### config.mk
export PLATFORM = sky130hd
export DESIGN_NAME = flags_cond_unit_flat
export DESIGN_NICKNAME = d
export VERILOG_FILES = /design/src/rtl/flags_cond_unit_if.sv /design/src/rtl/flags_cond_unit.sv /design/src/flat_wrapper.sv
export SDC_FILE = /design/constraint.sdc
export NUM_CORES = 1
export LEC_CHECK = 0
export ABC_CLOCK_PERIOD_IN_PS = 2960
export CORE_MARGIN = 2
export CORE_UTILIZATION = 47
export CTS_CLUSTER_SIZE = 8
export DETAILED_ROUTE_END_ITERATION = 6
export PLACE_DENSITY = 0.81
export RECOVER_POWER = 50
export SKIP_LAST_GASP = 1
export SLEW_MARGIN = 20
export SYNTH_ARGS = -nofsm -noshare
export SYNTH_HDL_FRONTEND = slang
export SYNTH_SLANG_ARGS = --single-unit
export TNS_END_PERCENT = 50
### constraint.sdc
create_clock -name clk -period 2.96 [get_ports clk]
set_clock_uncertainty 0.1 [all_clocks]
set_input_delay 0.74 -clock clk [delete_from_list [all_inputs] [get_ports clk]]
set_output_delay 0.74 -clock clk [all_outputs]
set_load 0.1 [all_outputs]
### src/rtl/flags_cond_unit_if.sv
// flags_cond_unit_if
// EX-stage request signals and MEM-stage result signals for flags_cond_unit.
// The pipeline (master) drives the EX side and stall/flush controls; the
// flags/condition unit (slave) returns the held flags, the registered branch
// decision and the B.cond statistics counters.

interface flags_cond_unit_if #(
    parameter int unsigned CNT_W = 32
);
    logic             stall;
    logic             flush;
    logic             ex_valid;
    logic             write_flags;
    logic [3:0]       CPSR_flags;
    logic             ex_bcond;
    logic [3:0]       ex_cond;
    logic [63:0]      ex_branch_target;
    logic             cnt_clear;

    logic [3:0]       flags_q;
    logic             mem_valid;
    logic             mem_bcond_taken;
    logic [63:0]      mem_branch_target;
    logic [CNT_W-1:0] taken_count;
    logic [CNT_W-1:0] not_taken_count;

    modport master (
        output stall,
        output flush,
        output ex_valid,
        output write_flags,
        output CPSR_flags,
        output ex_bcond,
        output ex_cond,
        output ex_branch_target,
        output cnt_clear,
        input  flags_q,
        input  mem_valid,
        input  mem_bcond_taken,
        input  mem_branch_target,
        input  taken_count,
        input  not_taken_count
    );

    modport slave (
        input  stall,
        input  flush,
        input  ex_valid,
        input  write_flags,
        input  CPSR_flags,
        input  ex_bcond,
        input  ex_cond,
        input  ex_branch_target,
        input  cnt_clear,
        output flags_q,
        output mem_valid,
        output mem_bcond_taken,
        output mem_branch_target,
        output taken_count,
        output not_taken_count
    );
endinterface

### src/rtl/flags_cond_unit.sv
// flags_cond_unit
// Sits behind the EX-stage ALU of the pipelined LEGv8 core. Holds the
// architectural NZCV flags (bit order [3]=Z [2]=N [1]=C [0]=V), evaluates
// B.cond conditions against the held flags, registers the branch decision
// and target across the EX/MEM boundary, and keeps saturating counters of
// taken and not-taken B.cond instructions.
// A B.cond sees the flags as they were before any update in the same cycle;
// there is no forwarding from CPSR_flags.

module flags_cond_unit #(
    parameter int unsigned CNT_W     = 32,
    parameter logic [3:0]  FLAGS_RST = 4'b0000
) (
    input logic              clk,
    input logic              reset,
    flags_cond_unit_if.slave bus
);

    localparam logic [3:0] cond_eq = 4'b0000;
    localparam logic [3:0] cond_ne = 4'b0001;
    localparam logic [3:0] cond_hs = 4'b0010;
    localparam logic [3:0] cond_lo = 4'b0011;
    localparam logic [3:0] cond_mi = 4'b0100;
    localparam logic [3:0] cond_pl = 4'b0101;
    localparam logic [3:0] cond_vs = 4'b0110;
    localparam logic [3:0] cond_vc = 4'b0111;
    localparam logic [3:0] cond_hi = 4'b1000;
    localparam logic [3:0] cond_ls = 4'b1001;
    localparam logic [3:0] cond_ge = 4'b1010;
    localparam logic [3:0] cond_lt = 4'b1011;
    localparam logic [3:0] cond_gt = 4'b1100;
    localparam logic [3:0] cond_le = 4'b1101;

    localparam logic [CNT_W-1:0] cnt_zero = '0;
    localparam logic [CNT_W-1:0] cnt_one  = CNT_W'(1);
    localparam logic [CNT_W-1:0] cnt_max  = '1;

    logic [3:0]       flags_r;
    logic             mem_valid_r;
    logic             mem_taken_r;
    logic [63:0]      mem_target_r;
    logic [CNT_W-1:0] taken_r;
    logic [CNT_W-1:0] not_taken_r;

    logic             accept;
    logic             flag_z;
    logic             flag_n;
    logic             flag_c;
    logic             flag_v;
    logic             cond_true;
    logic             bcond_accept;

    assign accept       = bus.ex_valid & ~bus.stall & ~bus.flush;
    assign bcond_accept = accept & bus.ex_bcond;

    assign flag_z = flags_r[3];
    assign flag_n = flags_r[2];
    assign flag_c = flags_r[1];
    assign flag_v = flags_r[0];

    // Evaluate the B.cond condition field against the currently held flags.
    always_comb begin
        cond_true = 1'b1;
        case (bus.ex_cond)
            cond_eq: cond_true = flag_z;
            cond_ne: cond_true = ~flag_z;
            cond_hs: cond_true = flag_c;
            cond_lo: cond_true = ~flag_c;
            cond_mi: cond_true = flag_n;
            cond_pl: cond_true = ~flag_n;
            cond_vs: cond_true = flag_v;
            cond_vc: cond_true = ~flag_v;
            cond_hi: cond_true = flag_c & ~flag_z;
            cond_ls: cond_true = ~(flag_c & ~flag_z);
            cond_ge: cond_true = (flag_n == flag_v);
            cond_lt: cond_true = (flag_n != flag_v);
            cond_gt: cond_true = ~flag_z & (flag_n == flag_v);
            cond_le: cond_true = ~(~flag_z & (flag_n == flag_v));
            default: cond_true = 1'b1;
        endcase
    end

    // Architectural NZCV register: load from the ALU only for an accepted flag-setting instruction.
    always_ff @(posedge clk or negedge reset) begin
        if (!reset) begin
            flags_r <= FLAGS_RST;
        end else if (accept && bus.write_flags) begin
            flags_r <= bus.CPSR_flags;
        end
    end

    // EX/MEM boundary: flush squashes the instruction (target held), stall freezes, otherwise advance.
    always_ff @(posedge clk or negedge reset) begin
        if (!reset) begin
            mem_valid_r  <= 1'b0;
            mem_taken_r  <= 1'b0;
            mem_target_r <= 64'd0;
        end else if (bus.flush) begin
            mem_valid_r <= 1'b0;
            mem_taken_r <= 1'b0;
        end else if (!bus.stall) begin
            mem_valid_r  <= bus.ex_valid;
            mem_taken_r  <= bus.ex_valid & bus.ex_bcond & cond_true;
            mem_target_r <= bus.ex_branch_target;
        end
    end

    // Saturating taken counter; the statistics clear wins over a same-cycle increment.
    always_ff @(posedge clk or negedge reset) begin
        if (!reset) begin
            taken_r <= cnt_zero;
        end else if (bus.cnt_clear) begin
            taken_r <= cnt_zero;
        end else if (bcond_accept && cond_true && (taken_r != cnt_max)) begin
            taken_r <= taken_r + cnt_one;
        end
    end

    // Saturating not-taken counter; the statistics clear wins over a same-cycle increment.
    always_ff @(posedge clk or negedge reset) begin
        if (!reset) begin
            not_taken_r <= cnt_zero;
        end else if (bus.cnt_clear) begin
            not_taken_r <= cnt_zero;
        end else if (bcond_accept && !cond_true && (not_taken_r != cnt_max)) begin
            not_taken_r <= not_taken_r + cnt_one;
        end
    end

    assign bus.flags_q           = flags_r;
    assign bus.mem_valid         = mem_valid_r;
    assign bus.mem_bcond_taken   = mem_taken_r;
    assign bus.mem_branch_target = mem_target_r;
    assign bus.taken_count       = taken_r;
    assign bus.not_taken_count   = not_taken_r;

endmodule

### src/flat_wrapper.sv
// flat-port wrapper written by rule: the top's interface ports become plain ports
module flags_cond_unit_flat 
#(
    parameter int unsigned CNT_W     = 32,
    parameter logic [3:0]  FLAGS_RST = 4'b0000
)
  (clk, reset, bus_stall, bus_flush, bus_ex_valid, bus_write_flags, bus_CPSR_flags, bus_ex_bcond, bus_ex_cond, bus_ex_branch_target, bus_cnt_clear, bus_flags_q, bus_mem_valid, bus_mem_bcond_taken, bus_mem_branch_target, bus_taken_count, bus_not_taken_count);
  flags_cond_unit_if #(.CNT_W(CNT_W)) bus_i ();
  input logic clk;
  input logic reset;
  input wire logic [$bits(bus_i.stall)-1:0] bus_stall;
  input wire logic [$bits(bus_i.flush)-1:0] bus_flush;
  input wire logic [$bits(bus_i.ex_valid)-1:0] bus_ex_valid;
  input wire logic [$bits(bus_i.write_flags)-1:0] bus_write_flags;
  input wire logic [$bits(bus_i.CPSR_flags)-1:0] bus_CPSR_flags;
  input wire logic [$bits(bus_i.ex_bcond)-1:0] bus_ex_bcond;
  input wire logic [$bits(bus_i.ex_cond)-1:0] bus_ex_cond;
  input wire logic [$bits(bus_i.ex_branch_target)-1:0] bus_ex_branch_target;
  input wire logic [$bits(bus_i.cnt_clear)-1:0] bus_cnt_clear;
  output wire logic [$bits(bus_i.flags_q)-1:0] bus_flags_q;
  output wire logic [$bits(bus_i.mem_valid)-1:0] bus_mem_valid;
  output wire logic [$bits(bus_i.mem_bcond_taken)-1:0] bus_mem_bcond_taken;
  output wire logic [$bits(bus_i.mem_branch_target)-1:0] bus_mem_branch_target;
  output wire logic [$bits(bus_i.taken_count)-1:0] bus_taken_count;
  output wire logic [$bits(bus_i.not_taken_count)-1:0] bus_not_taken_count;
  assign bus_i.stall = bus_stall;
  assign bus_i.flush = bus_flush;
  assign bus_i.ex_valid = bus_ex_valid;
  assign bus_i.write_flags = bus_write_flags;
  assign bus_i.CPSR_flags = bus_CPSR_flags;
  assign bus_i.ex_bcond = bus_ex_bcond;
  assign bus_i.ex_cond = bus_ex_cond;
  assign bus_i.ex_branch_target = bus_ex_branch_target;
  assign bus_i.cnt_clear = bus_cnt_clear;
  assign bus_flags_q = bus_i.flags_q;
  assign bus_mem_valid = bus_i.mem_valid;
  assign bus_mem_bcond_taken = bus_i.mem_bcond_taken;
  assign bus_mem_branch_target = bus_i.mem_branch_target;
  assign bus_taken_count = bus_i.taken_count;
  assign bus_not_taken_count = bus_i.not_taken_count;
  flags_cond_unit #(.CNT_W(CNT_W), .FLAGS_RST(FLAGS_RST)) u_core (.clk(clk), .reset(reset), .bus(bus_i));
endmodule
==> run_results.csv <==
group,metric,value,unit
grt,grt_pass1_vias,5866,
clock_tree,clk_path_buf_depth,2,
floorplan,die_w,122,µm
finish,final_cells,1025,
synth,synth.yosys.warnings,0,
grt,grt_max_degree,64,
pwr,cellPowerDensity,657,nW/µm²
worst_hold_path,hold_depth,1,
worst_setup_path,reg2reg_slack,0.22,ns
floorplan,rows,43,
synth,synthDistinctLibCells,49,
detailed_routing,drc,0,
placement,dp_cells,993,
floorplan,start_util,0.477,
floorplan,die_area,15000,µm²
clock_tree,cts_root_buf,"clkbuf_16",
pwr,swShare,0.371,
worst_setup_path,end_kind,"flop",
synth,synth_top_family_by_area,"simple AND/OR/NAND/NOR gates",
detailed_routing,wl_met1,7210,µm
synth,synthFlopType,"dfrtp_1",
detailed_routing,ant_nets,0,
pwr,internal_power,3790,µW
placement,place_congestion,0.848,
timing,setup_violations,0,
clock_tree,clock_latency,0.41,ns
timing,fmax,0.351,GHz
worst_setup_path,cp.required,3.17,ns
clock_tree,path_clk_slew,0.06,ns
worst_setup_path,cp_max_fo,55,
floorplan,core_area,13800,µm²
synth,synth_mux_area_frac,0.138,
synth,synthXorXnorAreaFrac,0.00266,
placement,io_buffer_count,213,
timing,tightest_slew,1.80,ns
run,drv_cap,1,
grt,antenna_found_initial,0,
timing,hold_viol_final,0,
worst_setup_path,r2r_end,"u_core.bus.taken_count[24]",
finish,final_cell_mix,"dfrtp_1, buf_4, mux2_2",
detailed_routing,dr_wl_met3,1410,µm
synth,synth-edff-count,0,
detailed_routing,routed.top_layer,"met4",
timing,drv_slew,31,
clock_tree,numClockSinks,134,
synth,avgSynthCellArea,10.8,µm²
detailed_routing,vias,5927,
placement,placed_area,8710,µm²
pwr,ir_drop,0.538,mV
finish,drive_above_1_share,0.293,
detailed_routing,routed_via_density,5.78,
timing,finalCriticalPeriod,2.85,ns
clock_tree,numCtsBuffers,17,
synth,yosysSeqAreaShare,0.510,
pwr,pwr-share-clk,0.375,
status,outcome,"complete, but fails checks",
worst_hold_path,hp-class,"flop to flop",
worst_setup_path,critical_path_class,"input pin to flop",
synth,yosys.area_share.simple,0.198,
finish,areaGrowthSynthToFinish,39.5,%
worst_hold_path,min_to,"u_core.bus.mem_branch_target[38]",
pwr,p_total,6030,µW
detailed_routing,drtPass1Iterations,5,
timing,rsz0062_at_grt,"false",
synth,syn-cell-area,6580,µm²
detailed_routing,wl_per_cell,17.8,µm
pwr,combPwrFrac,0.282,
timing,fin_crit_sh,0.962,
timing,max_slew_margin,-0.202,
synth,synth_fp_nets,689,
floorplan,dieHeight,122,µm
grt,grt_pass1_wl,29200,µm
grt,gr-total-overflow,0,
placement,hpwl,13000,µm
worst_setup_path,timing.rr.start,"u_core.bus.taken_count[0]",
detailed_routing,drt_iter0_markers,404,
worst_setup_path,reg2reg_depth,7,
clock_tree,cts_tree,"yes",
finish,nets,914,
finish,layout_commonest_cell,"dfrtp_1",
timing,fin_tns_setup,0,ns
finish,fill_cells,1099,
finish,design_area,9170,µm²
synth,syn_inst,607,
finish,insertedDiodeCount,0,
pwr,power_frac_seq,0.343,
clock_tree,htree_levels,4,
clock_tree,holdBufCountCts,0,
detailed_routing,wl_met2,9260,µm
grt,globalRouteTotalUtil,0.247,
worst_setup_path,start_kind,"input pin",
pwr,switching_power,2230,µW
synth,synth-async-reset-ratio,1.00,
pwr,p_leak,0.00371,µW
synth,synth-seq-cells,134,
synth,synth_compound_area_frac,0.117,
detailed_routing,drt_wl_total,18300,µm
worst_setup_path,arrival,3.06,ns
status,violations,"capacitance limit, slew limit",
synth,synth_fa_ha_area_frac,0.00381,
floorplan,ios,214,
worst_hold_path,min-delay-start,"u_core.bus.mem_branch_target[38]",
## per-layer routing
metal	vias to the layer above	global-route usage
met3	32	0.0767
li1	2757	-
met4	0	0.0955
met2	242	0.415
met5	-	0
met1	2896	0.298
## area by class of cell
type | instances | area, µm² | area share
clock inverters | 11 | 174 | 0.0190
clock buffers | 21 | 460 | 0.0502
flip-flops and latches | 134 | 3360 | 0.366
repair buffers | 243 | 1880 | 0.205
inverters | 9 | 33.8 | 0.00368
multi-input cells | 427 | 3040 | 0.332
well taps | 180 | 225 | 0.0246
## cells in the mapped netlist (all sizes together) (2+ instances only)
cell type  count  area (µm²)
a21oi         52         260
and3          11        68.8
nor2          24        90.1
buf           11        68.8
nor4          12        87.6
nand2b         2        12.5
o21ba          2        20.0
nor2b         14        87.6
inv            9        33.8
nand3         30         150
clkbuf        26        97.6
and4           4        35.0
or3           19         119
o21ai         19        95.1
o31ai         37         292
nor3           7        40.0
or4           36         270
o21a           2        15.0
xor2           2        17.5
mux2          79         890
dfrtp        134        3350
o211ai         2        15.0
nand2         27         104
ha             2        25.0
mux2i          2        20.0
nand3b         2        15.0
nand4         24         150
nor3b          2        20.0
and2           3        18.8
## power groups by stage
| stage | Combinational, µW | Sequential [µW] | Clock, µW |
|---|---|---|---|
| 5_1_grt | 1750 | 2090 | 2380 |
| 6_report | 1700 | 2070 | 2260 |
| 3_5_place_dp | 1790 | 2100 | 0 |
| 2_1_floorplan | 235 | 3140 | 0 |
| 4_1_cts | 1790 | 2070 | 2290 |
| 3_3_place_gp | 1770 | 2090 | 0 |
## stage by stage
| stage | worst slack (ns) | hold WS (ns) | utilization |
|---|---|---|---|
| after floorplan | 0.0108 | 0.344 | - |
| after CTS | 0.114 | 0.104 | 0.679 |
| final | 0.114 | 0.405 | 0.666 |
| after global placement | -0.250 | 0.390 | 0.632 |
| after global routing | 0.0248 | 0.424 | 0.666 |
| after detailed placement | -0.314 | 0.397 | 0.632 |
## timing repair
action,CTS,global route
setup buffers,0,0
setup endpoints to repair,0,1
resized for setup,0,1
## registers in the layout, summed over array words and instances (netlist names)
signal	count
u_core.bus.mem_bcond_taken	1
u_core.bus.taken_count	32
u_core.bus.mem_branch_target	64
u_core.bus.flags_q	4
u_core.bus.mem_valid	1
u_core.bus.not_taken_count	32
## how the worst max path moves through the flow
stage	start	to	cells after the start
after global routing	bus_ex_cond[3]	u_core.bus.taken_count[20]	8
after global placement	bus_ex_cond[2]	u_core.bus.taken_count[7]	8
after CTS	bus_ex_cond[2]	u_core.bus.taken_count[9]	8
after detailed placement	bus_ex_cond[2]	u_core.bus.taken_count[9]	8
after floorplan	u_core.bus.taken_count[2]	u_core.bus.taken_count[19]	8
final	bus_ex_cond[3]	u_core.bus.not_taken_count[13]	8
## logic make-up after synthesis
family / after synthesis
buffers and inverters: 46
adder cells (fa/ha/maj): 2
XOR/XNOR: 2
flip-flops: 134
AND/OR/NAND/NOR: 221
AO/OA/AOI/OAI: 121
multiplexers: 81
## critical path, stage by stage
cell             delay (ns)
clkdlybuf4s50_1        0.54
and2_1                 0.24
mux2_2                 0.27
o21ai_1                0.20
nand3_2                0.13
buf_12                 0.19
or4_1                  0.51
a21oi_1                0.21
Note: power is estimated with default switching activity, not from simulation.
